**src/rtl/if_stage_pkg.sv**
```systemverilog
// Shared opcode constants, instruction class codes and fetch-stage types.
// Later pipeline stages import this package for decode and debug tagging.
package if_stage_pkg;

    localparam logic [5:0] OP_RTYPE   = 6'h00;
    localparam logic [5:0] OP_J       = 6'h02;
    localparam logic [5:0] OP_JAL     = 6'h03;
    localparam logic [5:0] OP_BEQ     = 6'h04;
    localparam logic [5:0] OP_BNE     = 6'h05;
    localparam logic [5:0] OP_IALU_LO = 6'h08;
    localparam logic [5:0] OP_IALU_HI = 6'h0F;
    localparam logic [5:0] OP_LW      = 6'h23;
    localparam logic [5:0] OP_SW      = 6'h2B;

    localparam logic [3:0] CLS_NOP     = 4'd0;
    localparam logic [3:0] CLS_RTYPE   = 4'd1;
    localparam logic [3:0] CLS_IALU    = 4'd2;
    localparam logic [3:0] CLS_LOAD    = 4'd3;
    localparam logic [3:0] CLS_STORE   = 4'd4;
    localparam logic [3:0] CLS_BRANCH  = 4'd5;
    localparam logic [3:0] CLS_JUMP    = 4'd6;
    localparam logic [3:0] CLS_UNKNOWN = 4'd15;

    typedef enum logic {StBoot, StRun} if_state_e;

    // Fetch sequence tag runs 1..15; 0 is kept for bubbles.
    function automatic logic [3:0] seq_next(input logic [3:0] seq);
        return (seq == 4'd15) ? 4'd1 : seq + 4'd1;
    endfunction

endpackage

```
**src/rtl/if_stage_if.sv**
```systemverilog
// IF-stage bundle: ID control inputs, instruction memory port and IF/ID register outputs.
interface if_stage_if;
    logic        cu_wpcir;
    logic        cu_branch;
    logic [31:0] branch_pc;
    logic [31:0] imem_addr;
    logic [31:0] imem_data;
    logic [31:0] pc;
    logic [31:0] if_inst;
    logic [31:0] if_pc4;
    logic [3:0]  IF_ins_type;
    logic [3:0]  IF_ins_number;

    modport master (
        input  cu_wpcir, cu_branch, branch_pc, imem_data,
        output imem_addr, pc, if_inst, if_pc4, IF_ins_type, IF_ins_number
    );

    modport slave (
        output cu_wpcir, cu_branch, branch_pc, imem_data,
        input  imem_addr, pc, if_inst, if_pc4, IF_ins_type, IF_ins_number
    );
endinterface

```
**src/rtl/inst_classify.sv**
```systemverilog
// Maps a 32-bit instruction word to its 4-bit debug class code.
module inst_classify
    import if_stage_pkg::*;
(
    input  logic [31:0] inst_i,
    output logic [3:0]  ins_class_o
);
    logic [5:0] op;

    always_comb begin
        op          = inst_i[31:26];
        ins_class_o = CLS_UNKNOWN;
        if (inst_i == 32'h0)                             ins_class_o = CLS_NOP;
        else if (op == OP_RTYPE)                         ins_class_o = CLS_RTYPE;
        else if (op >= OP_IALU_LO && op <= OP_IALU_HI)   ins_class_o = CLS_IALU;
        else if (op == OP_LW)                            ins_class_o = CLS_LOAD;
        else if (op == OP_SW)                            ins_class_o = CLS_STORE;
        else if (op == OP_BEQ || op == OP_BNE)           ins_class_o = CLS_BRANCH;
        else if (op == OP_J || op == OP_JAL)             ins_class_o = CLS_JUMP;
    end
endmodule

```
**src/rtl/if_stage.sv**
```systemverilog
// Instruction-fetch stage: PC register, imem address and the IF/ID pipeline register.
// One BOOT cycle after reset, then fetch, stall or flush-and-redirect each clock.
module if_stage
    import if_stage_pkg::*;
#(
    parameter logic [31:0] RESET_PC = 32'h0000_0000,
    parameter logic [31:0] NOP_INST = 32'h0000_0000
) (
    input logic        clk,
    input logic        rst,
    if_stage_if.master bus
);
    if_state_e   state_q, state_d;
    logic [31:0] pc_q, inst_q, pc4_q;
    logic [3:0]  type_q, num_q, seq_q;
    logic [31:0] pc_plus4;
    logic [3:0]  fetch_class;
    logic        fetch_en, flush;

    inst_classify u_classify (
        .inst_i      (bus.imem_data),
        .ins_class_o (fetch_class)
    );

    always_ff @(posedge clk or negedge rst) begin
        if (!rst) state_q <= StBoot;
        else      state_q <= state_d;
    end

    always_comb begin
        state_d = state_q;
        case (state_q)
            StBoot:  state_d = StRun;
            StRun:   state_d = StRun;
            default: state_d = StBoot;
        endcase
    end

    // Stall outranks redirect: a branch seen while stalled is not acted on.
    always_comb begin
        fetch_en = 1'b0;
        flush    = 1'b0;
        if (state_q == StRun && bus.cu_wpcir) begin
            flush    = bus.cu_branch;
            fetch_en = !bus.cu_branch;
        end
    end

    assign pc_plus4 = pc_q + 32'd4;

    always_ff @(posedge clk or negedge rst) begin
        if (!rst) begin
            pc_q   <= RESET_PC;
            inst_q <= NOP_INST;
            pc4_q  <= 32'h0;
            type_q <= CLS_NOP;
            num_q  <= 4'd0;
            seq_q  <= 4'd0;
        end else if (flush) begin
            pc_q   <= bus.branch_pc;
            inst_q <= NOP_INST;
            pc4_q  <= 32'h0;
            type_q <= CLS_NOP;
            num_q  <= 4'd0;
        end else if (fetch_en) begin
            pc_q   <= pc_plus4;
            inst_q <= bus.imem_data;
            pc4_q  <= pc_plus4;
            type_q <= fetch_class;
            num_q  <= seq_next(seq_q);
            seq_q  <= seq_next(seq_q);
        end
    end

    assign bus.imem_addr     = pc_q;
    assign bus.pc            = pc_q;
    assign bus.if_inst       = inst_q;
    assign bus.if_pc4        = pc4_q;
    assign bus.IF_ins_type   = type_q;
    assign bus.IF_ins_number = num_q;
endmodule

```
**src/flat_wrapper.sv**
```systemverilog
// flat-port wrapper written by rule: the top's interface ports become plain ports
module if_stage_flat import if_stage_pkg::*;
#(
    parameter logic [31:0] RESET_PC = 32'h0000_0000,
    parameter logic [31:0] NOP_INST = 32'h0000_0000
)
  (clk, rst, bus_cu_wpcir, bus_cu_branch, bus_branch_pc, bus_imem_data, bus_imem_addr, bus_pc, bus_if_inst, bus_if_pc4, bus_IF_ins_type, bus_IF_ins_number);
  if_stage_if bus_i ();
  input logic clk;
  input logic rst;
  input wire logic [$bits(bus_i.cu_wpcir)-1:0] bus_cu_wpcir;
  input wire logic [$bits(bus_i.cu_branch)-1:0] bus_cu_branch;
  input wire logic [$bits(bus_i.branch_pc)-1:0] bus_branch_pc;
  input wire logic [$bits(bus_i.imem_data)-1:0] bus_imem_data;
  output wire logic [$bits(bus_i.imem_addr)-1:0] bus_imem_addr;
  output wire logic [$bits(bus_i.pc)-1:0] bus_pc;
  output wire logic [$bits(bus_i.if_inst)-1:0] bus_if_inst;
  output wire logic [$bits(bus_i.if_pc4)-1:0] bus_if_pc4;
  output wire logic [$bits(bus_i.IF_ins_type)-1:0] bus_IF_ins_type;
  output wire logic [$bits(bus_i.IF_ins_number)-1:0] bus_IF_ins_number;
  assign bus_i.cu_wpcir = bus_cu_wpcir;
  assign bus_i.cu_branch = bus_cu_branch;
  assign bus_i.branch_pc = bus_branch_pc;
  assign bus_i.imem_data = bus_imem_data;
  assign bus_imem_addr = bus_i.imem_addr;
  assign bus_pc = bus_i.pc;
  assign bus_if_inst = bus_i.if_inst;
  assign bus_if_pc4 = bus_i.if_pc4;
  assign bus_IF_ins_type = bus_i.IF_ins_type;
  assign bus_IF_ins_number = bus_i.IF_ins_number;
  if_stage #(.RESET_PC(RESET_PC), .NOP_INST(NOP_INST)) u_core (.clk(clk), .rst(rst), .bus(bus_i));
endmodule
```
**config.mk**
```make
export PLATFORM = sky130hd
export DESIGN_NAME = if_stage_flat
export DESIGN_NICKNAME = d
export VERILOG_FILES = /design/src/rtl/if_stage_pkg.sv /design/src/rtl/if_stage_if.sv /design/src/rtl/inst_classify.sv /design/src/rtl/if_stage.sv /design/src/flat_wrapper.sv
export SDC_FILE = /design/constraint.sdc
export NUM_CORES = 1
export LEC_CHECK = 0
export BUFFER_PORTS_ARGS = -buffer_cell sky130_fd_sc_hd__buf_2
export CAP_MARGIN = 10
export CORE_ASPECT_RATIO = 0.8
export CORE_MARGIN = 8
export CORE_UTILIZATION = 25
export CTS_CLUSTER_DIAMETER = 200
export DETAILED_ROUTE_END_ITERATION = 8
export MAX_ROUTING_LAYER = met4
export PLACE_DENSITY = 0.56
export SLEW_MARGIN = 20
export SYNTH_ARGS = -nofsm -noshare
export SYNTH_HDL_FRONTEND = slang
export SYNTH_HIERARCHICAL = 1
export SYNTH_SLANG_ARGS = --single-unit
```
**constraint.sdc**
```tcl
create_clock -name clk -period 2.4 [get_ports clk]
set_input_delay 0.36 -clock clk [delete_from_list [all_inputs] [get_ports clk]]
set_output_delay 0.36 -clock clk [all_outputs]
set_load 0.1 [all_outputs]
```
==> flow_summary.yaml, run 1 <==
route:
  drc: 0
  drtIter0Drc: 353
  vias_per_cell: 4.53
  final_antenna_net_count: 0
  finalWirelength_um: 19300
  first_pass_iters: 6
  wl_per_cell_um: 17.3
  vias: 5062
logic_synthesis:
  synth-seq-cells: 109
  synth_area_leader_cell: "dfrtp_1"
  synth_edf_count: 0
  async_reset_ff_frac: 1.00
  syn_inst: 646
  netlist_area_mm2: 0.00567
  synth_area_leaders: "dfrtp_1 48%, nand2_1 11%, o21ai_0 4.9%, buf_4 4.4%, mux2i_1 2.8%"
  synth_ff_type: "dfrtp_1"
  synth_commonest_cells: "161 x nand2_1, 109 x dfrtp_1, 56 x o21ai_0, 33 x buf_4, 31 x nand3_1"
  synth_most_common_cell: "nand2_1"
  synth_top_area_share: 0.481
  ys_types: 51
  yosys_warnings: 6
  syn_area_per_cell_um2: 8.78
  syn_nets: 716
  seq_area_frac_synth: 0.481
sta:
  hold_violations: 0
  rsz0062_at_grt: "false"
  worst_pin_slew_ns: 0.710
  final.period_utilization: 0.831
  tns_ns: 0
  drv_slew: 0
  period_minus_slack_ns: 1.99
  final-setup-viol-count: 0
  max_freq_ghz: 0.501
  skew_ns: 0.00792
  maxSlewHeadroom: 0.527
cts:
  clock-root-buffer: "clkbuf_16"
  htreeDepth: 3
  clock_path_buffers: 2
  clk_pin_slew_ns: 0.07
  cts_buffers: 9
  cts_tree: "built"
  clk_latency_ns: 0.35
  clock-sinks: 109
setup_path:
  cp.required_ns: 2.60
  r2r_cells: 6
  path_max_fanout: 7
  worst_r2r_endpoint: "u_core/bus.imem_addr[16]"
  r2r-start: "u_core/bus.imem_addr[2]"
  crit_arrival_ns: 2.20
  worstSetupStartpointType: "flip-flop"
  r2r_slack_ns: 0.41
  critPathKind: "flip-flop to flip-flop"
  endpoint_kind: "flip-flop"
pwr:
  leakage_nw: 3.45
  vdd_drop_max_mv: 0.451
  p_per_area_mw_per_mm2: 1020
  power_mw: 7.27
floorplan:
  die_h_um: 151
  die_w_um: 184
  die_area_mm2: 0.0278
  num_rows: 49
  initial_core_util: 0.254
  coreArea_mm2: 0.0224
  io_pins: 204
layout:
  fin_area_mm2: 0.00712
  ff_latch_area_mm2: 0.00274
  finalNetCount: 877
  multiInputGateArea_mm2: 0.00251
  fill_cells: 2419
  syn_to_final_growth_pct: 25.5
  drive_gt1_frac: 0.329
  fin_util: 0.318
  insertedDiodeCount: 0
min_path:
  hold_path_startpoint: "bus_branch_pc[1]"
  whs_endpoint: "u_core/bus.imem_addr[1]"
  min_path_cells: 3
  hold_class: "input pin to flip-flop"
global_route:
  first_global_vias: 5003
  grt_pass1_wl_um: 29600
  grt_start_max_net_pins: 77
  grt_overflow_total: 0
  grtUsageTotal: 0.143
  antenna_found_initial: 0
placed_design:
  placed_area_mm2: 0.00685
  dpl.hpwl_um: 14600
  port_buffers: 203
  gp_congestion: 0.787
run_status:
  outcome: "finished, final reports clean"
run:
  cap_violations: 0
[placed cells by master, fill, tap and decap left out, types with 2 or more instances in the layout]
master	count
clkbuf_16	9
clkbuf_1	4
o21ai_0	56
nand2_1	160
nor3_1	13
o22ai_1	19
nand4_1	14
and3_1	8
dfrtp_1	96
nand4_2	2
ha_1	2
or3_1	3
nand2b_1	2
a21oi_1	24
o21ai_1	11
dfrtp_2	13
and2_1	2
xor2_1	16
o31ai_1	8
nor4_1	9
xnor2_1	14
nor2b_1	4
a22o_1	4
mux2i_1	16
nand3_1	31
buf_4	25
and4_1	2
nor2_1	11
a22oi_1	3
inv_1	2
nand2_2	2
buf_2	202
[timing repair]
item,4_1_cts,5_1_grt
buffers inserted,0,0
hold buffers,1,0
hold endpoints to repair,3,0
resized for setup,0,0
[layer usage]
layer  GRT usage  vias to the layer above  share of wire
li1            -                     2513              -
met4      0.0362                        0          0.011
met5           -                        -              0
met2       0.222                      147           0.47
met3      0.0304                       12          0.056
met1       0.187                     2390           0.47
[critical path, cell delays in order (launching register included)]
cell and delay, ns:
dfrtp_2 0.41, ha_1 0.31, nand3_1 0.22, nor3_1 0.42, nand3_1 0.20, mux2i_1 0.19, a21oi_1 0.08
[sequential cells by signal, indices dropped and copies added (netlist names)]
name	count
u_core/bus.if_pc4	32
u_core/bus.IF_ins_number	4
u_core/seq_q	4
u_core/bus.IF_ins_type	4
u_core/state_q	1
u_core/bus.if_inst	32
u_core/bus.imem_addr	32
[how the worst max path moves through the flow]
stage | startpoint | end | slack [ns]
6_report | u_core/bus.imem_addr[2] | u_core/bus.imem_addr[16] | 0.41
5_1_grt | u_core/bus.imem_addr[2] | u_core/bus.imem_addr[16] | 0.21
4_1_cts | u_core/bus.imem_addr[2] | u_core/bus.imem_addr[16] | 0.39
3_5_place_dp | u_core/bus.imem_addr[2] | u_core/bus.imem_addr[16] | 0.40
3_3_place_gp | u_core/bus.imem_addr[2] | u_core/bus.imem_addr[14] | 0.48
2_1_floorplan | u_core/bus.imem_addr[13] | u_core/bus.if_pc4[30] | -0.03
[logic make-up after synthesis]
family / count (synthesis) / share of synthesized area
compound gates: 130 / 0.129
xor+xnor: 30 / 0.0463
fa+ha+maj: 2 / 0.00441
buf+inv: 81 / 0.0785
flops: 109 / 0.481
mux: 17 / 0.0302
other cells: 1 / 0.000661
simple gates: 276 / 0.230
[through the flow]
stage | setup slack (ns) | std cells | hold WS, ns
2_1_floorplan | -0.0315 | 646 | 0.0644
5_1_grt | 0.208 | 1118 | 0.199
3_5_place_dp | 0.401 | 1101 | 0.381
6_report | 0.405 | 1118 | 0.205
4_1_cts | 0.386 | 1118 | 0.185
3_3_place_gp | 0.479 | 1101 | 0.382
[final cells by class]
| class | count | share of cell area |
|---|---|---|
| clock inverter | 2 | 0.00176 |
| inverter | 3 | 0.00158 |
| timing repair buffer | 228 | 0.170 |
| sequential | 109 | 0.385 |
| clock buffer | 14 | 0.0357 |
| tap | 306 | 0.0538 |
| multi-input combinational | 456 | 0.352 |
[where the power goes]
group / leakage [nW] / internal (mW) / switching [mW] / total [mW]
logic: 1.95 / 0.524 / 2.93 / 3.45
clock network: 0.127 / 0.735 / 0.686 / 1.42
registers: 1.37 / 2.10 / 0.295 / 2.40
total: 3.45 / 3.36 / 3.91 / 7.27
No activity file was read; power rests on OpenSTA's default activity.
==> run 2, diff against run 1 <==
==> constraint.sdc (replaced) <==
create_clock -name clk -period 2 [get_ports clk]
set_input_delay 0.3 -clock clk [delete_from_list [all_inputs] [get_ports clk]]
set_output_delay 0.3 -clock clk [all_outputs]
set_load 0.1 [all_outputs]
==> run 2 against run 1 <==
Effect of this change: clock power grew 29%; clock skew increased by 0.0027 ns; cell area up 2.9%; first-iteration DRC count decreased by 14%; combinational power rose by 22%; sequential share of layout area down 0.41 points; cell count increased by 0.81%; setup slack got worse by 0.27 ns; via count grew 1.5%; routed wire length up 0.42%; die area unchanged; largest cell class unchanged.
==> flow_summary.yaml, run 2 (synthesis results as in run 1) <==
floorplan:
  initial_core_util: 0.254
  die_w_um: 184
  die_h_um: 151
  num_rows: 49
  coreArea_mm2: 0.0224
  io_pins: 204
  die_area_mm2: 0.0278
global_route:
  met3_usage: 0.0410
  busiest_layer: "met2"
  grt_start_max_net_pins: 77
  grt_util_met1: 0.184
  first_global_vias: 5037
  grtUsageMet2: 0.219
  grt_pass1_wl_um: 29900
  antenna_found_initial: 5
  grt_overflow_total: 0
  grtUsageTotal: 0.143
cts:
  clock_path_buffers: 2
  clk_pin_slew_ns: 0.07
  htreeDepth: 3
  cts_buffers: 9
  clk_latency_ns: 0.35
  cts_tree: "built"
  clock-sinks: 109
  postCtsSetupBuffers: 0
  clock-root-buffer: "clkbuf_16"
setup_path:
  critPathKind: "flip-flop to flip-flop"
  endpoint_kind: "flip-flop"
  r2r-start: "u_core/bus.imem_addr[7]"
  cp.required_ns: 2.29
  r2r_slack_ns: 0.14
  worst_r2r_endpoint: "u_core/bus.imem_addr[31]"
  crit_arrival_ns: 2.15
  path_max_fanout: 17
  worstSetupStartpointType: "flip-flop"
  r2r_cells: 6
layout:
  syn_to_final_growth_pct: 29.2
  fin_cells: 1127
  fin_area_mm2: 0.00733
  layout_common_cells: "202 x buf_2, 160 x nand2_1, 82 x dfrtp_1"
  drive_gt1_frac: 0.355
  fin_util: 0.328
  finalNetCount: 881
  layout_commonest_cell: "buf_2"
min_path:
  whs_endpoint: "u_core/bus.imem_addr[1]"
  min_path_cells: 3
  hold_path_startpoint: "bus_branch_pc[1]"
  hold_class: "input pin to flip-flop"
route:
  final_antenna_net_count: 0
  wl_per_cell_um: 17.2
  first_pass_iters: 4
  vias: 5136
  vias_per_cell: 4.56
  finalWirelength_um: 19400
  drc: 0
  drtIter0Drc: 303
placed_design:
  gp_congestion: 0.822
  port_buffers: 203
  dp.cells: 1105
  placed_area_mm2: 0.00701
  dpl.hpwl_um: 14800
sta:
  max_freq_ghz: 0.537
  maxSlewHeadroom: 0.585
  drv_slew: 0
  final-setup-viol-count: 0
  skew_ns: 0.0106
  whs_ns: 0.156
  period_minus_slack_ns: 1.86
  rsz0062_at_grt: "false"
  tns_ns: 0
  worst_pin_slew_ns: 0.620
  final.period_utilization: 0.931
  hold_violations: 0
pwr:
  vdd_drop_max_mv: 0.415
  leakage_nw: 3.51
  p_per_area_mw_per_mm2: 1220
run:
  cap_violations: 0
run_status:
  outcome: "finished, final reports clean"
## run 2: cell type report
type | instances | area, um^2
flip-flops and latches | 109 | 2790
clock inverters | 4 | 51.3
repair buffers | 232 | 1280
diodes | 5 | 12.5
fillers | 2397 | 15000
well taps | 306 | 383
multi-input cells | 456 | 2560
inverters | 3 | 11.3
clock buffers | 12 | 236
## run 2: through the flow
stage                     total power [mW]  worst slack, ns
after floorplan                       6.45          -0.0754
after global placement                7.15            0.152
after detailed placement              7.17            0.133
after CTS                             9.05            0.115
after global routing                  9.31           0.0150
final                                 8.92            0.138
## run 2: worst max-delay path: stages, from the launching register on
cell     delay (ns)
dfrtp_4        0.49
nand4_4        0.13
nor4_4         0.29
buf_4          0.26
nand4_2        0.13
or4_1          0.41
nand3_1        0.10
## run 2: report_power, final
part	internal (mW)	total, mW	switching, mW
clock	0.976	1.83	0.851
combinational	0.652	4.20	3.55
sequential	2.55	2.90	0.345
total	4.18	8.92	4.74
## run 2: worst max path at each step
stage                              from                        to  slack (ns)  cells after the start
6_report        u_core/bus.imem_addr[7]  u_core/bus.imem_addr[31]        0.14                      6
3_3_place_gp    u_core/bus.imem_addr[7]  u_core/bus.imem_addr[31]        0.15                      6
3_5_place_dp    u_core/bus.imem_addr[7]  u_core/bus.imem_addr[31]        0.13                      6
4_1_cts        u_core/bus.imem_addr[19]  u_core/bus.imem_addr[31]        0.12                      5
5_1_grt         u_core/bus.imem_addr[7]  u_core/bus.imem_addr[31]        0.02                      6
2_1_floorplan   u_core/bus.imem_addr[7]  u_core/bus.imem_addr[21]       -0.08                      7
## run 2: timing repair
action	in CTS	in global routing
endpoints found under the hold margin	15	0
endpoints found under the setup margin	0	1
gates resized for setup	0	1
hold buffers	1	0
## run 2: metal layers
layer | vias to the layer above | routed length [um]
li1 | 2532 | -
met1 | 2446 | 8940
met2 | 146 | 9070
met3 | 12 | 1150
met4 | 0 | 214
met5 | - | 0
